### src/rtl/hc_sr_scheduler.sv
// Round-robin scheduler for up to N_SENSOR HC-SR04 sensors sharing one echo timer.
// Fires each enabled trigger in turn, times the echo in us ticks and reports cm x 1000.
module hc_sr_scheduler #(
  parameter int N_SENSOR   = 4,
  parameter int CLK_DIV    = 50,
  parameter int TRIG_US    = 10,
  parameter int TIMEOUT_US = 30000,
  parameter int GAP_US     = 60000
) (
  input  logic                clk,
  input  logic                rst,
  input  logic                enable,
  input  logic [N_SENSOR-1:0] chan_mask,
  input  logic [N_SENSOR-1:0] echo,
  output logic [N_SENSOR-1:0] trig,
  output logic [18:0]         dist_o,
  output logic [2:0]          chan_o,
  output logic                timeout_o,
  output logic                valid_o,
  output logic                busy_o
);

  localparam int             PW           = (CLK_DIV > 1) ? $clog2(CLK_DIV) : 1;
  localparam logic [PW-1:0]  PRESC_MAX    = PW'(CLK_DIV - 1);
  localparam logic [15:0]    TRIG_LAST    = 16'(TRIG_US - 1);
  localparam logic [15:0]    TIMEOUT_LAST = 16'(TIMEOUT_US - 1);
  localparam logic [15:0]    GAP_LAST     = 16'(GAP_US - 1);
  localparam logic [18:0]    DIST_TIMEOUT = 19'h7FFFF;

  typedef enum logic [2:0] {
    ST_IDLE      = 3'd0,
    ST_TRIG      = 3'd1,
    ST_WAIT_RISE = 3'd2,
    ST_MEASURE   = 3'd3,
    ST_DONE      = 3'd4,
    ST_GAP       = 3'd5
  } state_t;

  // Distance = us * 17, built as (us << 4) + us and kept to 19 bits.
  function automatic logic [18:0] us_to_dist(input logic [15:0] us);
    return 19'({us, 4'b0000}) + {3'b000, us};
  endfunction

  state_t                state_r;
  state_t                state_nx_s;
  logic [N_SENSOR-1:0]   echo_meta_r;
  logic [N_SENSOR-1:0]   echo_sync_r;
  logic                  echo_prev_r;
  logic                  sel_echo_s;
  logic                  rise_s;
  logic [PW-1:0]         presc_r;
  logic [15:0]           us_r;
  logic                  tick_s;
  logic [2:0]            chan_r;
  logic [2:0]            chan_nx_s;
  logic [2:0]            lo_idx_s;
  logic [2:0]            hi_idx_s;
  logic                  hi_any_s;
  logic [2:0]            tgt_ch_s;
  logic [N_SENSOR-1:0]   trig_nx_s;
  logic                  cap_en_s;
  logic [15:0]           cap_us_s;
  logic                  cap_to_s;
  logic [15:0]           res_us_r;
  logic                  res_to_r;
  logic [N_SENSOR-1:0]   trig_r;
  logic [18:0]           dist_r;
  logic [2:0]            chan_out_r;
  logic                  to_r;
  logic                  valid_r;
  logic                  busy_r;

  assign tick_s = (presc_r == PRESC_MAX);
  assign rise_s = sel_echo_s & ~echo_prev_r;

  // Two-flop synchronizer on every echo pin plus a delayed copy of the selected one.
  always_ff @(posedge clk or posedge rst) begin
    if (rst) begin
      echo_meta_r <= {N_SENSOR{1'b0}};
      echo_sync_r <= {N_SENSOR{1'b0}};
      echo_prev_r <= 1'b0;
    end else begin
      echo_meta_r <= echo;
      echo_sync_r <= echo_meta_r;
      echo_prev_r <= sel_echo_s;
    end
  end

  // Pick the synchronized echo of the channel currently being served.
  always_comb begin
    sel_echo_s = 1'b0;
    for (int i = 0; i < N_SENSOR; i++) begin
      sel_echo_s = (chan_r == 3'(i)) ? echo_sync_r[i] : sel_echo_s;
    end
  end

  // Next channel: lowest enabled index above the last one, else the lowest enabled.
  always_comb begin
    lo_idx_s = 3'd0;
    hi_idx_s = 3'd0;
    hi_any_s = 1'b0;
    for (int i = N_SENSOR - 1; i >= 0; i--) begin
      lo_idx_s = chan_mask[i] ? 3'(i) : lo_idx_s;
      hi_idx_s = (chan_mask[i] && (3'(i) > chan_r)) ? 3'(i) : hi_idx_s;
      hi_any_s = (chan_mask[i] && (3'(i) > chan_r)) ? 1'b1 : hi_any_s;
    end
    chan_nx_s = hi_any_s ? hi_idx_s : lo_idx_s;
  end

  // Next-state logic and result capture on leaving WAIT_RISE / MEASURE.
  always_comb begin
    state_nx_s = state_r;
    cap_en_s   = 1'b0;
    cap_us_s   = us_r;
    cap_to_s   = 1'b0;
    case (state_r)
      ST_IDLE: begin
        if (enable && (chan_mask != {N_SENSOR{1'b0}})) state_nx_s = ST_TRIG;
        else                                            state_nx_s = ST_IDLE;
      end
      ST_TRIG: begin
        if (tick_s && (us_r == TRIG_LAST)) state_nx_s = ST_WAIT_RISE;
        else                               state_nx_s = ST_TRIG;
      end
      ST_WAIT_RISE: begin
        if (rise_s) begin
          state_nx_s = ST_MEASURE;
        end else if (tick_s && (us_r == TIMEOUT_LAST)) begin
          state_nx_s = ST_DONE;
          cap_en_s   = 1'b1;
          cap_to_s   = 1'b1;
        end else begin
          state_nx_s = ST_WAIT_RISE;
        end
      end
      ST_MEASURE: begin
        // Count the tick completing in this cycle so a full final us is not lost.
        if (!sel_echo_s) begin
          state_nx_s = ST_DONE;
          cap_en_s   = 1'b1;
          cap_us_s   = us_r + {15'd0, tick_s};
        end else if (tick_s && (us_r == TIMEOUT_LAST)) begin
          state_nx_s = ST_DONE;
          cap_en_s   = 1'b1;
          cap_to_s   = 1'b1;
        end else begin
          state_nx_s = ST_MEASURE;
        end
      end
      ST_DONE: begin
        state_nx_s = ST_GAP;
      end
      ST_GAP: begin
        if (tick_s && (us_r == GAP_LAST)) state_nx_s = ST_IDLE;
        else                              state_nx_s = ST_GAP;
      end
      default: begin
        state_nx_s = ST_IDLE;
      end
    endcase
  end

  // Trigger pattern for the coming cycle; only the served channel can be high.
  always_comb begin
    tgt_ch_s  = (state_r == ST_IDLE) ? chan_nx_s : chan_r;
    trig_nx_s = {N_SENSOR{1'b0}};
    for (int i = 0; i < N_SENSOR; i++) begin
      trig_nx_s[i] = (state_nx_s == ST_TRIG) && (tgt_ch_s == 3'(i));
    end
  end

  // State register and served channel, latched on the IDLE -> TRIG decision.
  always_ff @(posedge clk or posedge rst) begin
    if (rst) begin
      state_r <= ST_IDLE;
      chan_r  <= 3'(N_SENSOR - 1);
    end else begin
      state_r <= state_nx_s;
      if ((state_r == ST_IDLE) && (state_nx_s == ST_TRIG)) chan_r <= chan_nx_s;
      else                                                  chan_r <= chan_r;
    end
  end

  // Prescaler and us counter, both restarting on every state entry.
  always_ff @(posedge clk or posedge rst) begin
    if (rst) begin
      presc_r <= {PW{1'b0}};
      us_r    <= 16'd0;
    end else if (state_nx_s != state_r) begin
      presc_r <= {PW{1'b0}};
      us_r    <= 16'd0;
    end else if (tick_s) begin
      presc_r <= {PW{1'b0}};
      us_r    <= us_r + 16'd1;
    end else begin
      presc_r <= presc_r + PW'(1);
      us_r    <= us_r;
    end
  end

  // Measurement result held between the end of timing and DONE.
  always_ff @(posedge clk or posedge rst) begin
    if (rst) begin
      res_us_r <= 16'd0;
      res_to_r <= 1'b0;
    end else if (cap_en_s) begin
      res_us_r <= cap_us_s;
      res_to_r <= cap_to_s;
    end else begin
      res_us_r <= res_us_r;
      res_to_r <= res_to_r;
    end
  end

  // Registered outputs; the result lands together with valid on the first GAP cycle.
  always_ff @(posedge clk or posedge rst) begin
    if (rst) begin
      trig_r     <= {N_SENSOR{1'b0}};
      dist_r     <= 19'd0;
      chan_out_r <= 3'd0;
      to_r       <= 1'b0;
      valid_r    <= 1'b0;
      busy_r     <= 1'b0;
    end else begin
      trig_r  <= trig_nx_s;
      busy_r  <= (state_nx_s != ST_IDLE);
      valid_r <= (state_r == ST_DONE);
      if (state_r == ST_DONE) begin
        dist_r     <= res_to_r ? DIST_TIMEOUT : us_to_dist(res_us_r);
        chan_out_r <= chan_r;
        to_r       <= res_to_r;
      end else begin
        dist_r     <= dist_r;
        chan_out_r <= chan_out_r;
        to_r       <= to_r;
      end
    end
  end

  assign trig      = trig_r;
  assign dist_o    = dist_r;
  assign chan_o    = chan_out_r;
  assign timeout_o = to_r;
  assign valid_o   = valid_r;
  assign busy_o    = busy_r;

endmodule
### config.mk
export PLATFORM = sky130hd
export DESIGN_NAME = hc_sr_scheduler
export DESIGN_NICKNAME = d
export VERILOG_FILES = /design/src/rtl/hc_sr_scheduler.sv
export SDC_FILE = /design/constraint.sdc
export NUM_CORES = 1
export LEC_CHECK = 0
export BUFFER_PORTS_ARGS = -buffer_cell sky130_fd_sc_hd__buf_2
export CORE_ASPECT_RATIO = 1.2
export CORE_MARGIN = 2
export CORE_UTILIZATION = 60
export DETAILED_ROUTE_END_ITERATION = 10
export PLACE_DENSITY = 0.86
export RECOVER_POWER = 50
export SETUP_SLACK_MARGIN = 0.3
export SYNTH_ARGS = -nofsm -noshare
export SYNTH_HDL_FRONTEND = slang
export SYNTH_SLANG_ARGS = --single-unit
### constraint.sdc
create_clock -name clk -period 5.1 [get_ports clk]
set_clock_uncertainty 0.05 [all_clocks]
set_input_delay 1.02 -clock clk [delete_from_list [all_inputs] [get_ports clk]]
set_output_delay 1.02 -clock clk [all_outputs]
set_load 0.01 [all_outputs]
==> flow_summary_export.csv, run 1 <==
group,metric,value,unit
global_route,grt_pass1_vias,3310,
placement,dpl.hpwl,6360,um
yosys,synth_compound_area_frac,0.136,
yosys,synth-xor-area-share,0.0879,
yosys,synth-adder-area-share,0.0559,
yosys,avgSynthCellArea,9.59,um^2
floorplanning,die_x,82.0,um
setup_path,cp_slowest_cell,"clkbuf_1",
sta,worst_pin_slew,1790,ps
cts,holdBufCountCts,0,
setup_path,critPathLaunchType,"primary input",
cts,cts_setup_buffers,0,
run_status,violations,"max-capacitance violations, max-slew violations",
cells_and_area,fin_nets,518,
run_status,status,"finished, violations left",
cts,clock-sinks,81,
sta,slew_headroom,-0.194,
yosys,netlist_area,4380,um^2
min_path,worst_hold_path_type,"flop to flop",
cells_and_area,finish.instance_area,4740,um^2
cells_and_area,drive_gt1_frac,0.0974,
floorplanning,core_area,7150,um^2
cts,htree_levels,3,
global_route,antenna_found_initial,0,
yosys,synthSimpleGateAreaFrac,0.200,
setup_path,critPathRequiredTime,5200,ps
yosys,yosysWarnings,0,
power_and_ir_drop,ir_worst_vdd,0.000161,V
sta,maxSlewViolCount,84,
detailed_routing,drt-pass1-iter-count,4,
power_and_ir_drop,power,1.12,mW
yosys,yosys_most_used_dff,"dfrtp_1",
detailed_routing,ant_nets,0,
global_route,grt-ovfl-total,0,
setup_path,cp_slowest_stage_delay,1330,ps
run,drv_cap,2,
sta,finalHoldViolCount,0,
sta,layout_worst_path_cycle_share,0.711,
cells_and_area,fill_cells,567,
yosys,ys_seq_area_frac,0.463,
setup_path,worstSetupPathType,"primary input to asynchronous set/reset pin",
detailed_routing,drc,0,
global_route,grt_max_degree,50,
cts,cts_tree,"yes",
floorplanning,die_area,8010,um^2
sta,layout_min_cycle_time,3630,ps
global_route,grt_usage,0.241,
cts,clk_latency,360,ps
yosys,synth_fp_nets,487,
global_route,grt_first_pass_wirelength,15000,um
floorplanning,die_y,97.6,um
yosys,synth_cell_types,60,
detailed_routing,vias,3408,
yosys,ys_ff_latch,81,
power_and_ir_drop,p_leak,2.14,nW
cts,clock_path_buffers,2,
sta,max_freq,276,MHz
cts,cts.clk_slew.worst_paths,90,ps
sta,finalSetupTns,0,ps
sta,setup_violations,0,
detailed_routing,detail_route.wl_per_cell,15.0,um
setup_path,crit_path_end_kind,"asynchronous set/reset pin",
cts,numCtsBuffers,9,
cts,cts_repair_resize_count,0,
power_and_ir_drop,power.density,236,nW/um^2
yosys,synth_edf_count,0,
setup_path,crit_fanout,49,
detailed_routing,viasPerCell,5.85,
detailed_routing,routed_wl,8770,um
placement,port_buffers,38,
yosys,synth_top_family_by_area,"simple AND/OR/NAND/NOR gates",
yosys,synth_mux_area_frac,0.0168,
floorplanning,ioPinCount,40,
sta,rsz0062_at_grt,"no",
yosys,synthArstFlopShare,1.00,
cells_and_area,syn2layout_area_growth,8.02,%
placement,place.gp.congestion,0.905,
cells_and_area,fin_util,0.663,
floorplanning,num_rows,34,
yosys,syn_inst,457,
placement,dpl_cell_area,4590,um^2
floorplanning,initial_utilization,0.613,
setup_path,worstPathArrival,3730,ps
cells_and_area,antenna_cells,0,
setup_path,path_cells,"buf_2, inv_1, clkbuf_1",
cts,clockRootBuffer,"clkbuf_8",
detailed_routing,drt_iter0_drc,199,
==> cell usage after synthesis, types with 4 or more instances <==
| cell | instances | area share |
|---|---|---|
| a31oi_1 | 7 | 0.010 |
| a21o_1 | 4 | 0.0068 |
| a21oi_1 | 27 | 0.031 |
| nor3_1 | 10 | 0.011 |
| ha_1 | 18 | 0.051 |
| nor2_1 | 69 | 0.059 |
| nand4_1 | 10 | 0.014 |
| mux2i_1 | 4 | 0.0091 |
| xnor2_1 | 19 | 0.038 |
| buf_2 | 4 | 0.0046 |
| nand2b_1 | 6 | 0.0086 |
| inv_1 | 13 | 0.011 |
| dfrtp_1 | 79 | 0.45 |
| nand2_1 | 39 | 0.033 |
| and3_1 | 4 | 0.0057 |
| nand3_1 | 20 | 0.023 |
| o21ai_0 | 18 | 0.021 |
| a21oi_2 | 12 | 0.024 |
| clkbuf_1 | 11 | 0.0094 |
| xor2_1 | 25 | 0.050 |
==> sequential cells by signal (all words and copies together), names as in the netlist, 2 cells and up <==
name and cells:
state_r 3, echo_meta_r 4, trig 4, chan_r 2
us_r 16, res_us_r 16, dist_o 19, echo_sync_r 4
presc_r 6, chan_o 2
==> metrics by stage <==
step           cells  setup WS (ps)  hold slack [ps]
4_1_cts          583           2070              306
3_3_place_gp     567           2100              283
3_5_place_dp     567           2030              285
6_report         583           1470              304
2_1_floorplan    457           1950              281
5_1_grt          583            894              318
==> final cells by class <==
cell class / count / area [um^2] / area share
clock buffers: 9 / 124 / 0.0262
multi-input cells: 340 / 2180 / 0.461
inverters: 15 / 56.3 / 0.0119
flip-flops and latches: 81 / 2030 / 0.429
well taps: 90 / 113 / 0.0238
repair buffers: 41 / 173 / 0.0365
clock inverters: 7 / 60.1 / 0.0127
==> cells by family (layout without fill, tap and decap cells) <==
family / Yosys count / in the layout
AND/OR/NAND/NOR: 180 / 180
AO/OA/AOI/OAI: 90 / 90
flip-flops: 81 / 81
XOR/XNOR: 44 / 44
buffers and inverters: 36 / 72
adder cells (fa/ha/maj): 19 / 19
multiplexers: 6 / 6
other: 1 / 1
==> path summary, 6_finish.rpt <==
path | from | to | slack (ps) | cells after the start
min | echo_meta_r[2] | echo_sync_r[2] | 300 | 0
max reg2reg | presc_r[1] | res_us_r[15] | 2110 | 11
max | rst | us_r[10] | 1470 | 3
max in group clk | presc_r[1] | res_us_r[15] | 2110 | 11
min in group asynchronous | rst | dist_o[5] | 1160 | 2
min reg2reg | echo_meta_r[2] | echo_sync_r[2] | 300 | 0
==> where the power goes <==
part           switching, mW  internal [mW]
logic                 0.0181        0.00627
clock network          0.262          0.186
registers           0.000876          0.645
==> routing by layer <==
layer  GRT usage  vias up  share of wire
li1            -     1654              -
met1       0.301     1664           0.43
met2       0.390       70           0.52
met3      0.0362       20          0.028
met4       0.137        0          0.027
met5           0        -              0
==> placed cells by master (no fill, tap or decap), types with 3 or more instances in the layout <==
cell	netlist	layout
nor3_1	10	10
dfrtp_1	79	79
o21ai_0	18	18
nand4_1	10	10
clkbuf_1	11	30
or4_1	3	3
clkbuf_8	0	9
mux2i_1	4	4
xnor2_1	19	19
nand4b_1	3	3
a21oi_1	27	27
inv_1	13	13
and3_1	4	4
nand3_1	20	20
a21o_1	4	4
xor2_1	25	25
a31oi_1	7	7
buf_2	4	9
ha_1	18	18
inv_6	0	3
nand2b_1	6	6
nand2_1	39	39
a21oi_2	12	12
nor2_1	69	69
a21boi_0	3	3
==> critical path, delay by kind of cell <==
| kind | cells | cell delay [ps] |
|---|---|---|
| buffers and inverters | 3 | 2670 |
Note: power is estimated with default switching activity, not from simulation.
==> inputs of run 2 (changes only) <==
--- a/config.mk
+++ b/config.mk
@@ -5,6 +5,7 @@
 export SDC_FILE = /design/constraint.sdc
 export NUM_CORES = 1
 export LEC_CHECK = 0
+export ABC_AREA = 1
 export BUFFER_PORTS_ARGS = -buffer_cell sky130_fd_sc_hd__buf_2
 export CORE_ASPECT_RATIO = 1.2
 export CORE_MARGIN = 2
==> constraint.sdc (replaced) <==
create_clock -name clk -period 3.8 [get_ports clk]
set_clock_uncertainty 0.05 [all_clocks]
set_input_delay 0.76 -clock clk [delete_from_list [all_inputs] [get_ports clk]]
set_output_delay 0.76 -clock clk [all_outputs]
set_load 0.01 [all_outputs]
==> flow_summary_export.csv, run 2 <==
group,metric,value,unit
setup_path,critPathLaunchType,"flop",
yosys,synth_area_leader_cell,"dfrtp_1",
run_status,status,"finished, violations left",
power_and_ir_drop,ir_worst_vdd,0.000206,V
yosys,synth_common_cells,"nand2_1, dfrtp_1, nor2_1, inv_1, o21ai_0",
sta,finalSetupTns,0,ps
yosys,synth_top_area_share,0.405,
setup_path,crit_fanout,23,
global_route,grt_usage,0.258,
floorplanning,initial_utilization,0.609,
sta,setup_violations,0,
run_status,violations,"max-capacitance violations, max-slew violations",
sta,layout_min_cycle_time,2560,ps
setup_path,worstPathArrival,2750,ps
placement,place_ws,1270,ps
cts,clockRootBuffer,"clkbuf_8",
detailed_routing,met1_length,4410,um
setup_path,critPathRequiredTime,3980,ps
detailed_routing,drt-pass1-iter-count,4,
sta,layout_worst_path_cycle_share,0.674,
yosys,synth_edf_count,0,
yosys,ys_seq_area_frac,0.416,
global_route,antenna_found_initial,0,
cells_and_area,fin_util,0.651,
detailed_routing,top_layer_used,"met4",
cells_and_area,layout_common_cells,"nand2_1, dfrtp_1, nor2_1, inv_1, o21ai_0",
yosys,syn_inst,588,
cts,cts_tree,"yes",
sta,finalHoldViolCount,0,
setup_path,crit_path_end_kind,"flop",
detailed_routing,drc,0,
sta,max_freq,390,MHz
yosys,netlist_area,4880,um^2
floorplanning,num_rows,36,
placement,dpl_cell_area,5060,um^2
detailed_routing,met2_length,5460,um
yosys,avgSynthCellArea,8.30,um^2
sta,slew_headroom,-0.359,
yosys,yosys_most_used_dff,"dfrtp_1",
global_route,grt_max_degree,49,
cells_and_area,largest_reg_flops,19,
power_and_ir_drop,p_leak,2.51,nW
sta,timing.hold.ws,303,ps
cts,holdBufCountCts,0,
detailed_routing,viasPerCell,5.48,
setup_path,critPathTopFamily,"simple AND/OR/NAND/NOR gates",
setup_path,path_cells,"inv_1, ha_1, nand3_2, nor2_4, nand2_2, nor2_4, nand4_1, nor2_1, nand2_1, nand2_1, inv_2, nand2_1, o21ai_1",
setup_path,cpMostUsedCell,"nand2_1",
cells_and_area,finish.instance_area,5220,um^2
sta,rsz0062_at_grt,"no",
floorplanning,ioPinCount,40,
floorplanning,die_area,8870,um^2
min_path,hold_depth,0,
global_route,grt-ovfl-total,0,
cells_and_area,final_common_cell,"nand2_1",
placement,port_buffers,38,
min_path,worst_hold_path_type,"flop to flop",
detailed_routing,drt_iter0_drc,286,
setup_path,cp.depth,13,
detailed_routing,routed_wl,10700,um
setup_path,r2r_setup_slack,1240,ps
yosys,synth_cell_types,41,
floorplanning,die_y,103,um
cells_and_area,antenna_cells,0,
detailed_routing,vias,3946,
yosys,synthTopCellsByArea,"dfrtp_1, nand2_1, nor2_1",
setup_path,worstSetupPathType,"flop to flop",
sta,setup_ws,1240,ps
sta,worst_pin_slew,2030,ps
cells_and_area,syn2layout_area_growth,6.92,%
detailed_routing,ant_nets,0,
yosys,synthArstFlopShare,1.00,
cts,cts_setup_buffers,0,
cells_and_area,drive_gt1_frac,0.171,
cts,cts.clk_slew.worst_paths,80,ps
floorplanning,core_area,8020,um^2
placement,place.gp.congestion,1.02,
global_route,grt_first_pass_wirelength,18000,um
setup_path,cp_slowest_cell,"dfrtp_1",
cts,cts_repair_resize_count,0,
yosys,yosysWarnings,0,
cts,htree_levels,3,
cells_and_area,fin_nets,650,
floorplanning,die_x,86.3,um
cts,numCtsBuffers,9,
sta,maxSlewViolCount,49,
detailed_routing,detail_route.wl_per_cell,14.9,um
setup_path,critPathBufInv,2,
detailed_routing,wl_met3,353,um
yosys,yosysMostFrequentCell,"nand2_1",
cts,clk_latency,360,ps
cts,clock_path_buffers,2,
global_route,grt_pass1_vias,3960,
setup_path,cp_slowest_stage_delay,420,ps
run,drv_cap,1,
yosys,synth_fp_nets,618,
placement,dpl.hpwl,8030,um
cts,clock-sinks,81,
power_and_ir_drop,power.density,293,nW/um^2
setup_path,ff2ff_path_depth,13,
yosys,ys_ff_latch,81,
==> run 2: cell count changes after synthesis, sizes merged, moves of 7 or more <==
cell and change:
xnor2 -14, clkbuf -8, nor2 +34, a21oi -16
nand2 +75, inv +57, a31oi -7, nand3 +15
o21ai +30
==> run 2: area by class of cell <==
cell class / count / area (um^2)
fillers: 673 / 2800
multi-input cells: 418 / 2420
flip-flops and latches: 81 / 2030
inverters: 70 / 264
repair buffers: 40 / 193
clock buffers: 11 / 131
well taps: 95 / 119
clock inverters: 5 / 56.3
==> run 2: cells by family after synthesis <==
group                    Yosys count  share of synthesized area
AND/OR/NAND/NOR                  282                      0.299
buffers and inverters             89                     0.0841
AO/OA/AOI/OAI                     85                     0.0938
flip-flops                        81                      0.416
XOR/XNOR                          31                     0.0556
adder cells (fa/ha/maj)           19                     0.0503
other                              1                   0.000768
==> run 2: stage by stage <==
step                std cells  total power [mW]
floorplan                 588             0.906
global placement          704             0.917
detailed placement        704             0.919
CTS                       720              1.54
global route              720              1.57
finish                    720              1.53
==> run 2: worst paths after layout <==
| path | startpoint | endpoint |
|---|---|---|
| setup / recovery | presc_r[1] | res_us_r[7] |
| hold / removal | echo_meta_r[2] | echo_sync_r[2] |
| setup reg to reg | presc_r[1] | res_us_r[7] |
| hold reg to reg | echo_meta_r[2] | echo_sync_r[2] |
| max in group asynchronous | rst | us_r[15] |
| min in group asynchronous | rst | dist_o[13] |
==> run 2: power breakdown <==
| part | total (mW) | internal [mW] | switching (mW) |
|---|---|---|---|
| Sequential | 0.867 | 0.866 | 0.00133 |
| Clock | 0.628 | 0.305 | 0.324 |
| Combinational | 0.0324 | 0.00706 | 0.0254 |
==> run 2: per-layer routing <==
metal | vias to the layer above | GRT usage
li1 | 1946 | -
met4 | 0 | 0.153
met1 | 1862 | 0.299
met2 | 98 | 0.456
met5 | - | 0
met3 | 40 | 0.0336
==> inputs of run 3 (changes only) <==
--- a/config.mk
+++ b/config.mk
@@ -9,9 +9,9 @@
 export BUFFER_PORTS_ARGS = -buffer_cell sky130_fd_sc_hd__buf_2
 export CORE_ASPECT_RATIO = 1.2
 export CORE_MARGIN = 2
-export CORE_UTILIZATION = 60
+export CORE_UTILIZATION = 55
 export DETAILED_ROUTE_END_ITERATION = 10
-export PLACE_DENSITY = 0.86
+export PLACE_DENSITY = 0.83
 export RECOVER_POWER = 50
 export SETUP_SLACK_MARGIN = 0.3
 export SYNTH_ARGS = -nofsm -noshare
==> constraint.sdc (replaced) <==
create_clock -name clk -period 2.3 [get_ports clk]
set_clock_uncertainty 0.05 [all_clocks]
set_input_delay 0.46 -clock clk [delete_from_list [all_inputs] [get_ports clk]]
set_output_delay 0.46 -clock clk [all_outputs]
set_load 0.01 [all_outputs]
==> flow_summary_export.csv, run 3 (synthesis gave the netlist of run 2 again) <==
group,metric,value,unit
run_status,status,"finished, final reports clean",
cts,clock-sinks,81,
cts,htree_levels,3,
power_and_ir_drop,power.density,431,nW/um^2
cells_and_area,largest_reg_flops,19,
sta,setup_ws,91.0,ps
detailed_routing,detail_route.wl_per_cell,16.3,um
run,drv_cap,0,
cts,holdBufCountCts,0,
cells_and_area,fin_nets,696,
detailed_routing,viasPerCell,5.54,
detailed_routing,routed_wl,12900,um
min_path,worst_hold_path_type,"primary input to flop",
sta,setup_violations,0,
sta,layout_worst_path_cycle_share,0.960,
detailed_routing,drt-pass1-iter-count,5,
floorplanning,initial_utilization,0.567,
floorplanning,die_x,90.0,um
cells_and_area,syn2layout_area_growth,25.1,%
floorplanning,die_y,107,um
sta,worst_pin_slew,1040,ps
setup_path,critPathRequiredTime,2550,ps
detailed_routing,ant_nets,0,
cts,clockRootBuffer,"clkbuf_8",
global_route,grt_usage,0.260,
sta,slew_headroom,0.302,
sta,max_freq,453,MHz
placement,dpl.hpwl,8330,um
cts,clk_latency,360,ps
global_route,grt_first_pass_wirelength,20100,um
global_route,grt-ovfl-total,0,
sta,rsz0062_at_grt,"yes",
setup_path,worstPathArrival,2460,ps
setup_path,crit_fanout,5,
cells_and_area,drive_gt1_frac,0.331,
power_and_ir_drop,power,2.63,mW
cts,cts.clk_slew.worst_paths,90,ps
detailed_routing,vias,4369,
sta,maxSlewViolCount,0,
placement,place_ws,79.1,ps
detailed_routing,drt_iter0_drc,368,
global_route,grt_pass1_vias,4372,
cells_and_area,layout_common_cells,"nand2_1, dfrtp_1, nor2_1, inv_1, buf_2",
cells_and_area,final_common_cell,"nand2_1",
placement,port_buffers,38,
floorplanning,num_rows,37,
cts,numCtsBuffers,9,
detailed_routing,drc,0,
setup_path,path_cells,"ha_2, nand3_2, nor2_4, nand4_1, o21ai_2, nand4_1, nand2_2, nand2_8, buf_12, buf_12, nor2_4",
placement,place.gp.congestion,0.965,
setup_path,cp_slowest_cell,"dfrtp_1",
global_route,grt_max_degree,60,
global_route,antenna_found_initial,0,
cells_and_area,antenna_cells,0,
setup_path,cp_slowest_stage_delay,420,ps
setup_path,worstSetupPathType,"flop to flop",
setup_path,critPathLaunchType,"flop",
sta,finalHoldViolCount,0,
cells_and_area,fin_util,0.709,
power_and_ir_drop,p_leak,2.81,nW
floorplanning,core_area,8610,um^2
setup_path,crit_path_end_kind,"flop",
sta,layout_min_cycle_time,2210,ps
floorplanning,ioPinCount,40,
cts,cts_tree,"yes",
power_and_ir_drop,ir_worst_vdd,0.000371,V
floorplanning,die_area,9640,um^2
cts,clock_path_buffers,2,
sta,timing.hold.ws,147,ps
run 3: cell count changes in the layout (fill, tap and decap cells not counted), moves of 7 or more:
cell,before,now
buf_6,0,10
nand3_2,2,9
ha_1,18,6
ha_4,0,9
o21ai_0,35,21
nand3_1,32,24
nand2_1,107,94
buf_4,1,31
o21ai_1,12,22
nor2_1,73,65
clkbuf_1,10,2
nand2_2,4,15
run 3: metrics by stage:
step / cells / setup TNS, ps / cell area (um^2)
floorplan: 588 / 0 / 4920
global placement: 741 / 0 / 5270
CTS: 777 / 0 / 5780
detailed placement: 741 / 0 / 5270
global route: 788 / -391 / 6100
finish: 788 / 0 / 6100
run 3: path summary, 6_finish.rpt:
path,startpoint,to,slack [ps],cells after the start
worst max-delay path,presc_r[0],us_r[4],90,11
worst min-delay path,echo[2],echo_meta_r[2],150,1
worst max register to register,presc_r[0],us_r[4],90,11
worst min register to register,echo_meta_r[1],echo_sync_r[1],300,0
max in group asynchronous,rst,res_us_r[14],610,3
min in group asynchronous,rst,us_r[14],220,2
run 3: timing repair:
item | 4_1_cts | 5_1_grt
endpoints found under the setup margin | 43 | 52
cloned | 2 | 0
gates resized for setup | 29 | 68
buffers inserted | 18 | 11
pin swaps | 14 | 21
run 3: layout make-up:
| class | instances | area [um^2] |
|---|---|---|
| Clock buffer | 11 | 151 |
| Fill cell | 633 | 2510 |
| Inverter | 70 | 275 |
| Tap cell | 117 | 146 |
| Multi-Input combinational cell | 418 | 2760 |
| Sequential cell | 81 | 2040 |
| Timing Repair Buffer | 86 | 668 |
| Clock inverter | 5 | 62.6 |
run 3: layer usage:
layer	track usage	up-vias	share of wire
met5	0	-	0
met4	0.148	0	0.052
li1	-	2028	-
met3	0.0450	72	0.055
met1	0.283	2054	0.37
met2	0.480	215	0.52
run 3: power breakdown:
group | leakage (nW) | internal [mW] | switching, mW
clock network | 0.102 | 0.567 | 0.576
registers | 1.07 | 1.43 | 0.00253
logic | 1.64 | 0.0123 | 0.0448
total | 2.81 | 2.01 | 0.623
run 3: critical path, delay by kind of cell, from the launching register on:
kind	cells	cell delay [ps]
compound gates	1	280
buf+inv	2	300
fa+ha+maj	1	200
simple gates	7	890
flops	1	420
